## config.mk

```make
export PLATFORM = sky130hd
export DESIGN_NAME = vga_scan_timing_flat
export DESIGN_NICKNAME = d
export VERILOG_FILES = /design/src/rtl/vga_scan_if.sv /design/src/rtl/vga_scan_timing.sv /design/src/flat_wrapper.sv
export SDC_FILE = /design/constraint.sdc
export NUM_CORES = 1
export LEC_CHECK = 0
export ABC_AREA = 1
export CAP_MARGIN = 10
export CORE_ASPECT_RATIO = 1.75
export CORE_MARGIN = 4
export CORE_UTILIZATION = 45
export CTS_BUF_LIST = sky130_fd_sc_hd__clkbuf_2 sky130_fd_sc_hd__clkbuf_4 sky130_fd_sc_hd__clkbuf_8
export DETAILED_ROUTE_END_ITERATION = 6
export PLACE_DENSITY = 0.8
export SYNTH_ARGS = -nofsm -noshare
export SYNTH_HDL_FRONTEND = slang
export SYNTH_SLANG_ARGS = --single-unit
```

## constraint.sdc

```tcl
create_clock -name clk -period 3.9 [get_ports clk]
set_input_delay 0.78 -clock clk [delete_from_list [all_inputs] [get_ports clk]]
set_output_delay 0.78 -clock clk [all_outputs]
set_load 0.05 [all_outputs]
```

## src/rtl/vga_scan_if.sv

```systemverilog
// ---- vga_scan_if : pixel-rate enable, renderer colour/address and VGA pin bundle (rev 1.0) ----
`default_nettype none

interface vga_scan_if;
  logic        pix_en;
  logic [11:0] d_in;
  logic [8:0]  row_addr;
  logic [9:0]  col_addr;
  logic        active;
  logic [3:0]  r;
  logic [3:0]  g;
  logic [3:0]  b;
  logic        hs;
  logic        vs;
  logic        frame_start;

  modport master (
    input  pix_en, d_in,
    output row_addr, col_addr, active, r, g, b, hs, vs, frame_start
  );

  modport slave (
    output pix_en, d_in,
    input  row_addr, col_addr, active, r, g, b, hs, vs, frame_start
  );
endinterface

`default_nettype wire

```

## src/rtl/vga_scan_timing.sv

```systemverilog
// ---- vga_scan_timing : VGA scan counters, sync generation and registered colour stage (rev 1.0) ----
`default_nettype none

module vga_scan_timing #(
  parameter int H_VISIBLE = 640,
  parameter int H_FP      = 16,
  parameter int H_SYNC    = 96,
  parameter int H_BP      = 48,
  parameter int V_VISIBLE = 480,
  parameter int V_FP      = 10,
  parameter int V_SYNC    = 2,
  parameter int V_BP      = 33
) (
  input  logic       clk,
  input  logic       rst,
  vga_scan_if.master bus
);

  localparam int H_TOTAL = H_VISIBLE + H_FP + H_SYNC + H_BP;
  localparam int V_TOTAL = V_VISIBLE + V_FP + V_SYNC + V_BP;

  generate
    if (H_TOTAL > 1024 || V_TOTAL > 1024) begin : g_bad_params
      $error("vga_scan_timing: line or frame total exceeds 10-bit counter range");
    end
  endgenerate

  // 11-bit bounds so a sync end equal to 1024 still compares correctly
  localparam logic [10:0] H_VIS_END  = 11'(H_VISIBLE);
  localparam logic [10:0] H_SYNC_BEG = 11'(H_VISIBLE + H_FP);
  localparam logic [10:0] H_SYNC_END = 11'(H_VISIBLE + H_FP + H_SYNC);
  localparam logic [10:0] V_VIS_END  = 11'(V_VISIBLE);
  localparam logic [10:0] V_SYNC_BEG = 11'(V_VISIBLE + V_FP);
  localparam logic [10:0] V_SYNC_END = 11'(V_VISIBLE + V_FP + V_SYNC);
  localparam logic [9:0]  H_LAST     = 10'(H_TOTAL - 1);
  localparam logic [9:0]  V_LAST     = 10'(V_TOTAL - 1);

  logic [9:0]  h_cnt;
  logic [9:0]  v_cnt;
  logic [10:0] h_ext;
  logic [10:0] v_ext;
  logic        visible;
  logic        hs_raw;
  logic        vs_raw;
  logic        at_frame_end;

  assign h_ext        = {1'b0, h_cnt};
  assign v_ext        = {1'b0, v_cnt};
  assign visible      = (h_ext < H_VIS_END) && (v_ext < V_VIS_END);
  assign hs_raw       = !((h_ext >= H_SYNC_BEG) && (h_ext < H_SYNC_END));
  assign vs_raw       = !((v_ext >= V_SYNC_BEG) && (v_ext < V_SYNC_END));
  assign at_frame_end = (h_cnt == H_LAST) && (v_cnt == V_LAST);

  assign bus.row_addr = visible ? v_cnt[8:0] : 9'd0;
  assign bus.col_addr = visible ? h_cnt : 10'd0;

  always_ff @(posedge clk) begin
    if (rst) begin
      h_cnt <= 10'd0;
      v_cnt <= 10'd0;
    end else if (bus.pix_en) begin
      if (h_cnt == H_LAST) begin
        h_cnt <= 10'd0;
        v_cnt <= (v_cnt == V_LAST) ? 10'd0 : v_cnt + 10'd1;
      end else begin
        h_cnt <= h_cnt + 10'd1;
      end
    end
  end

  // Not gated by pix_en: the pulse must drop after one clk even if the next tick is far away
  always_ff @(posedge clk) begin
    if (rst) begin
      bus.frame_start <= 1'b0;
    end else begin
      bus.frame_start <= bus.pix_en && at_frame_end;
    end
  end

  // Colour and syncs share one register stage so they stay aligned at the pins
  always_ff @(posedge clk) begin
    if (rst) begin
      bus.r      <= 4'h0;
      bus.g      <= 4'h0;
      bus.b      <= 4'h0;
      bus.hs     <= 1'b1;
      bus.vs     <= 1'b1;
      bus.active <= 1'b0;
    end else if (bus.pix_en) begin
      bus.r      <= visible ? bus.d_in[11:8] : 4'h0;
      bus.g      <= visible ? bus.d_in[7:4]  : 4'h0;
      bus.b      <= visible ? bus.d_in[3:0]  : 4'h0;
      bus.hs     <= hs_raw;
      bus.vs     <= vs_raw;
      bus.active <= visible;
    end
  end

endmodule

`default_nettype wire

```

## src/flat_wrapper.sv

```systemverilog
// flat-port wrapper written by rule: the top's interface ports become plain ports
module vga_scan_timing_flat 
#(
  parameter int H_VISIBLE = 640,
  parameter int H_FP      = 16,
  parameter int H_SYNC    = 96,
  parameter int H_BP      = 48,
  parameter int V_VISIBLE = 480,
  parameter int V_FP      = 10,
  parameter int V_SYNC    = 2,
  parameter int V_BP      = 33
)
  (clk, rst, bus_pix_en, bus_d_in, bus_row_addr, bus_col_addr, bus_active, bus_r, bus_g, bus_b, bus_hs, bus_vs, bus_frame_start);
  vga_scan_if bus_i ();
  input  logic clk;
  input  logic rst;
  input wire logic [$bits(bus_i.pix_en)-1:0] bus_pix_en;
  input wire logic [$bits(bus_i.d_in)-1:0] bus_d_in;
  output wire logic [$bits(bus_i.row_addr)-1:0] bus_row_addr;
  output wire logic [$bits(bus_i.col_addr)-1:0] bus_col_addr;
  output wire logic [$bits(bus_i.active)-1:0] bus_active;
  output wire logic [$bits(bus_i.r)-1:0] bus_r;
  output wire logic [$bits(bus_i.g)-1:0] bus_g;
  output wire logic [$bits(bus_i.b)-1:0] bus_b;
  output wire logic [$bits(bus_i.hs)-1:0] bus_hs;
  output wire logic [$bits(bus_i.vs)-1:0] bus_vs;
  output wire logic [$bits(bus_i.frame_start)-1:0] bus_frame_start;
  assign bus_i.pix_en = bus_pix_en;
  assign bus_i.d_in = bus_d_in;
  assign bus_row_addr = bus_i.row_addr;
  assign bus_col_addr = bus_i.col_addr;
  assign bus_active = bus_i.active;
  assign bus_r = bus_i.r;
  assign bus_g = bus_i.g;
  assign bus_b = bus_i.b;
  assign bus_hs = bus_i.hs;
  assign bus_vs = bus_i.vs;
  assign bus_frame_start = bus_i.frame_start;
  vga_scan_timing #(.H_VISIBLE(H_VISIBLE), .H_FP(H_FP), .H_SYNC(H_SYNC), .H_BP(H_BP), .V_VISIBLE(V_VISIBLE), .V_FP(V_FP), .V_SYNC(V_SYNC), .V_BP(V_BP)) u_core (.clk(clk), .rst(rst), .bus(bus_i));
endmodule
```

==> run_results.csv, run 1 <==
group,metric,value,unit
power_and_ir_drop,power_frac_seq,51.9,%
cells_and_area,final_util,62.2,%
synth,synth_seq_cells,36,
timing,finalCriticalPeriod,3.04,ns
synth,synth_area_leader_cell,"dfxtp_1",
clocking,cts_hold_buf,0,
outcome,status,"finished, final reports clean",
grt,grt_pass1_wl,7570,um
drt,drc,0,
power_and_ir_drop,net-switching-power,0.195,mW
critical_path,critical-path-max-stage-delay,0.82,ns
timing,setup_violations,0,
drt,antenna_left,0,
timing,clock_skew,0.00378,ns
cells_and_area,fillCellCount,349,
place,dpl.hpwl,3560,um
place,gp_congestion,0.818,
grt,grt_start_max_net_pins,23,
floorplan,die_x,55.9,um
critical_path,critical_path.cell_chain,"nand4_1, nand3_1, buf_4, nor2_1, clkdlybuf4s50_1",
power_and_ir_drop,power_density,308,mW/mm2
drt,wl,4520,um
clocking,cts_setup_buffers,0,
timing,slew_headroom,45.2,%
drt,firstDrtPassIters,5,
synth,yosysWarnings,0,
critical_path,rr_worst_depth,5,
clocking,numCtsBuffers,5,
drt,avgRoutedWirePerCell,12.4,um
critical_path,startpoint,"u_core.v_cnt[5]$_SDFFE_PP0P_",
cells_and_area,final_cell_count_no_fill,366,
synth,synth_top_area_share,39.9,%
timing,fin_ws,0.865,ns
timing,finalHoldViolCount,0,
power_and_ir_drop,clkPwrFrac,33.9,%
floorplan,start_util,46.7,%
clocking,root_buffer,"clkbuf_8",
synth,synth_area_leaders,"dfxtp_1 (40%), nand2_1 (13%), nor2_1 (11%)",
critical_path,start_kind,"flop",
power_and_ir_drop,ir_worst_vdd,0.000301,V
synth,syn_inst,268,
cells_and_area,layout-drive-gt1-share,5.97,%
timing,slew_violations,0,
floorplan,coreArea,0.00387,mm2
synth,syn_area,0.00180,mm2
timing,rsz0062_at_grt,"false",
place,dp.cells,359,
clocking,cts_tree,"done",
clocking,post_cts_resized,0,
critical_path,worst_ep_arrival_time,2.26,ns
clocking,clk_pin_slew,0.07,ns
critical_path,critPathRequiredTime,3.12,ns
synth,postSynthAreaPerCell,6.73,um2
floorplan,io-pin-count,50,
critical_path,slowest_stage,"clkdlybuf4s50_1",
cells_and_area,multi_input_area,937,um2
grt,antenna_found_initial,0,
timing,fmax,329,MHz
critical_path,r2r_setup_slack,2.06,ns
critical_path,critical_path.max_fanout,12,
critical_path,r2r_end,"u_core.bus.g[3]$_SDFFE_PP0P_",
synth,syn-num-nets,287,
critical_path,r2r_start,"u_core.v_cnt[5]$_SDFFE_PP0P_",
grt,track_usage,18.5,%
power_and_ir_drop,switching_share,26.4,%
cells_and_area,regArea,721,um2
clocking,ctsHtreeMaxLevel,2,
timing,period_share,77.8,%
clocking,clkLatencyLatePin,0.28,ns
clocking,clock_sinks,36,
grt,overflow,0,
floorplan,die_h,91.8,um
cells_and_area,diodes,0,
power_and_ir_drop,leakage,0.886,nW
floorplan,die-area,0.00513,mm2
place,dp_worst_setup_slack,1.12,ns
critical_path,end_kind,"output pin",
synth,synth_seq_area_share,39.9,%
critical_path,path_class,"flop to output pin",
hold_path,min_path_cells,2,
critical_path,crit_path_end,"bus_col_addr[8]",
grt,grt_pass1_vias,1719,
timing,worst_pin_slew,0.819,ns
hold_path,hold_class,"flop to flop",
power_and_ir_drop,cellInternalPower,0.546,mW
timing,tns,0,ns
flow_run,max_cap_viol_count,0,
drt,avgViaCountPerCell,5.06,
drt,vias,1853,
power_and_ir_drop,pwr-share-comb,14.2,%
clocking,cts_buffer_depth,2,
synth,yosysUniqueCellTypes,25,
place,io_buffers,49,
place,place_area,0.00232,mm2
drt,drtIter0Drc,34,
floorplan,rows,30,
cells_and_area,layout.nets,337,
cells_and_area,syn_to_final_growth,33.4,%
cells_and_area,fin_area,0.00241,mm2
==> layout make-up <==
cell class                      count  share of cell area, %
Inverter                           27                   4.21
Clock buffer                        6                   3.17
Multi-Input combinational cell    197                   38.9
Sequential cell                    36                   30.0
Timing Repair Buffer               51                   21.0
Clock inverter                      1                  0.208
Tap cell                           48                   2.50
==> power by group through the flow <==
stage                     logic (mW)  clock network (mW)  registers (mW)
after floorplan               0.0346                   0           0.422
after global placement         0.104                   0           0.392
after detailed placement       0.105                   0           0.393
after CTS                      0.106               0.259           0.384
after global routing           0.113               0.279           0.385
final                          0.105               0.252           0.384
==> worst min path at each step <==
stage / start / to / slack [ns]
finish: u_core.bus.active$_SDFFE_PP0P_ / u_core.bus.active$_SDFFE_PP0P_ / 0.46
global route: u_core.bus.g[3]$_SDFFE_PP0P_ / u_core.bus.g[3]$_SDFFE_PP0P_ / 0.49
CTS: u_core.bus.g[2]$_SDFFE_PP0P_ / u_core.bus.g[2]$_SDFFE_PP0P_ / 0.47
detailed placement: u_core.bus.r[0]$_SDFFE_PP0P_ / u_core.bus.r[0]$_SDFFE_PP0P_ / 0.46
global placement: u_core.bus.g[2]$_SDFFE_PP0P_ / u_core.bus.g[2]$_SDFFE_PP0P_ / 0.45
floorplan: u_core.v_cnt[3]$_SDFFE_PP0P_ / u_core.v_cnt[3]$_SDFFE_PP0P_ / 0.47
==> per-layer routing <==
| layer | part of all wire, % | GRT usage [%] | vias up |
|---|---|---|---|
| met3 | 5.1 | 6.06 | 13 |
| met4 | 2.9 | 7.92 | 0 |
| met1 | 39 | 17.9 | 832 |
| met5 | 0 | 0 | - |
| met2 | 53 | 34.8 | 51 |
| li1 | - | - | 957 |
==> sequential cells by signal (all words and copies together) (netlist names) <==
signal,cells
u_core.v_cnt,10
u_core.bus.g,4
u_core.bus.b,4
u_core.bus.active,1
u_core.bus.r,4
u_core.bus.frame_start,1
u_core.h_cnt,10
u_core.bus.hs,1
u_core.bus.vs,1
==> critical path, delay by kind of cell, from the launching register on <==
kind | cells | cell delay (ns)
buffers and inverters | 2 | 1.10
DFF | 1 | 0.37
and+or+nand+nor | 3 | 0.50
==> cells in the mapped netlist, drive strengths merged <==
cell type and n:
nand2 65, nor2 58, dfxtp 36, inv 27, a21oi 25, nand3 19
nand4 8, buf 6, nor3 6, ha 4, o21ai 4, xor2 3
clkbuf 2, nor3b 2, a211oi 1, nand3b 1, o22ai 1
==> per-stage QoR <==
stage / hold slack, ns / power, mW
CTS: 0.466 / 0.748
global placement: 0.451 / 0.497
floorplan: 0.471 / 0.456
detailed placement: 0.455 / 0.498
global route: 0.492 / 0.777
finish: 0.464 / 0.741
==> layout by cell type, fill, tap and decap left out <==
| cell | count |
|---|---|
| clkdlybuf4s50_1 | 49 |
| clkbuf_8 | 5 |
| xor2_1 | 3 |
| nand2_2 | 3 |
| ha_1 | 4 |
| dfxtp_1 | 36 |
| clkbuf_4 | 1 |
| o22ai_1 | 1 |
| nor3b_1 | 2 |
| o21ai_0 | 4 |
| inv_2 | 1 |
| a211oi_1 | 1 |
| nor2_2 | 1 |
| nor3_2 | 2 |
| buf_4 | 2 |
| nand2_1 | 62 |
| nor3_1 | 4 |
| nand4_1 | 8 |
| nor2_1 | 54 |
| nand3b_1 | 1 |
| nand3_1 | 19 |
| clkinv_2 | 1 |
| a21oi_1 | 25 |
| inv_1 | 26 |
| nor2_4 | 3 |
==> logic make-up after synthesis <==
family | Yosys count | share of synthesized area, %
AOI/OAI and AO/OA | 31 | 8.81
xor gates and xnor gates | 3 | 1.46
adders and majority gates | 4 | 2.77
buffers and inverters | 35 | 8.11
DFF | 36 | 39.9
and+or+nand+nor | 159 | 38.9
Note: power is estimated with default switching activity, not from simulation.
==> run 2: changes to the inputs <==
- clock period: 3.9 -> 3.02 ns (I/O delays scaled with it)
==> run_results.csv, run 2 (synthesis results as in run 1) <==
group,metric,value,unit
clocking,cts_tree,"done",
cells_and_area,mostFrequentLayoutCells,"nand2_1 (62), nor2_1 (54), dfxtp_1 (36)",
drt,wl,4540,um
critical_path,rr_worst_depth,6,
timing,slew_headroom,65.5,%
timing,rsz0062_at_grt,"false",
critical_path,critPathRequiredTime,2.42,ns
drt,antenna_left,0,
cells_and_area,layout-drive-gt1-share,12.2,%
clocking,clkLatencyLatePin,0.28,ns
critical_path,r2r_end,"u_core.bus.r[1]$_SDFFE_PP0P_",
critical_path,end_kind,"output pin",
cells_and_area,diodes,0,
critical_path,r2r_start,"u_core.v_cnt[7]$_SDFFE_PP0P_",
clocking,post_cts_resized,0,
timing,fmax,405,MHz
grt,antenna_found_initial,0,
grt,grt_pass1_vias,1804,
clocking,cts_setup_buffers,0,
clocking,clk_pin_slew,0.07,ns
critical_path,r2r_setup_slack,1.38,ns
floorplan,die_h,91.8,um
timing,fin_ws,0.548,ns
timing,period_share,81.9,%
floorplan,rows,30,
clocking,cts_buffer_depth,2,
drt,firstDrtPassIters,5,
place,dpl.hpwl,3540,um
timing,finalCriticalPeriod,2.47,ns
critical_path,critical-path-max-stage-delay,0.45,ns
timing,worst_pin_slew,0.516,ns
place,dp.cells,360,
hold_path,hold_class,"flop to flop",
power_and_ir_drop,leakage,0.935,nW
drt,avgViaCountPerCell,5.15,
timing,finalHoldViolCount,0,
cells_and_area,final_cell_count_no_fill,367,
cells_and_area,top_regs,"u_core.h_cnt (10), u_core.v_cnt (10)",
critical_path,critical_path.max_fanout,13,
floorplan,start_util,46.7,%
hold_path,whs_endpoint,"u_core.bus.r[0]$_SDFFE_PP0P_",
power_and_ir_drop,power_density,416,mW/mm2
floorplan,coreArea,0.00387,mm2
grt,track_usage,18.7,%
critical_path,worst_ep_arrival_time,1.87,ns
grt,overflow,0,
critical_path,slowest_stage,"dfxtp_1",
clocking,clock_sinks,36,
flow_run,max_cap_viol_count,0,
critical_path,start_kind,"flop",
outcome,status,"finished, final reports clean",
drt,drtIter0Drc,49,
critical_path,path_common_cell,"buf_4",
critical_path,critical_path.cell_chain,"nand4_1, nand3_1, buf_4, nor2_1, buf_4",
timing,setup_violations,0,
grt,grt_start_max_net_pins,22,
grt,grt_pass1_wl,7830,um
clocking,ctsHtreeMaxLevel,2,
hold_path,min_path_cells,2,
clocking,numCtsBuffers,5,
cells_and_area,syn_to_final_growth,32.0,%
timing,clock_skew,0.00270,ns
critical_path,crit_family,"simple AND/OR/NAND/NOR gates",
cells_and_area,layout_commonest_cell,"nand2_1",
place,dp_worst_setup_slack,0.733,ns
place,io_buffers,49,
timing,tns,0,ns
drt,vias,1891,
floorplan,io-pin-count,50,
drt,avgRoutedWirePerCell,12.4,um
power_and_ir_drop,ir_worst_vdd,0.000450,V
cells_and_area,layout.nets,338,
hold_path,min-delay-start,"u_core.bus.r[0]$_SDFFE_PP0P_",
clocking,cts_hold_buf,0,
critical_path,path_class,"flop to output pin",
critical_path,cp_num_buf_inv,2,
floorplan,die-area,0.00513,mm2
place,gp_congestion,0.852,
timing,slew_violations,0,
drt,drc,0,
cells_and_area,fillCellCount,357,
clocking,root_buffer,"clkbuf_8",
floorplan,die_x,55.9,um
## run 2: area by class of cell
cell class / instances / area [um2] / area share, %
inverter: 27 / 101 / 4.26
tap: 48 / 60.1 / 2.52
sequential: 36 / 721 / 30.3
timing repair buffer: 52 / 465 / 19.5
multi-input combinational: 197 / 937 / 39.4
clock buffer: 7 / 96.3 / 4.05
## run 2: worst min-delay path, delay by kind of cell (launching register included)
family	cells	cell delay, ns
flip-flops	1	0.31
AO/OA/AOI/OAI	1	0.05
AND/OR/NAND/NOR	1	0.06
## run 2: how the worst max path moves through the flow
stage / start / slack, ns / end / depth (start not counted)
CTS: u_core.v_cnt[5]$_SDFFE_PP0P_ / 0.55 / bus_row_addr[7] / 5
detailed placement: bus_pix_en / 0.73 / u_core.v_cnt[2]$_SDFFE_PP0P_ / 8
floorplan: u_core.h_cnt[9]$_SDFFE_PP0P_ / 0.87 / bus_col_addr[7] / 5
finish: u_core.v_cnt[5]$_SDFFE_PP0P_ / 0.55 / bus_row_addr[6] / 5
global route: u_core.v_cnt[7]$_SDFFE_PP0P_ / 0.40 / bus_row_addr[8] / 5
global placement: bus_pix_en / 0.79 / u_core.v_cnt[3]$_SDFFE_PP0P_ / 8
## run 2: stage by stage
stage	power, mW	hold WS (ns)	util, %	cell area (um2)
after floorplan	0.589	0.471	-	1800
after global placement	0.641	0.450	59.1	2280
after detailed placement	0.643	0.455	59.1	2280
after CTS	1.00	0.466	61.6	2380
after global routing	1.03	0.489	61.6	2380
final	0.991	0.462	61.6	2380
## run 2: where the power goes
part           total (mW)  switching [mW]  internal [mW]
sequential          0.497         0.00819          0.488
clock               0.360           0.157          0.203
combinational       0.134          0.0838         0.0502
## run 2: layer usage
layer  up-vias  track usage (%)  share of wire [%]
li1        957                -                  -
met1       854             18.5                 37
met2        62             36.4                 54
met3        18             3.24                4.7
met4         0             8.71                4.3
met5         -                0                  0
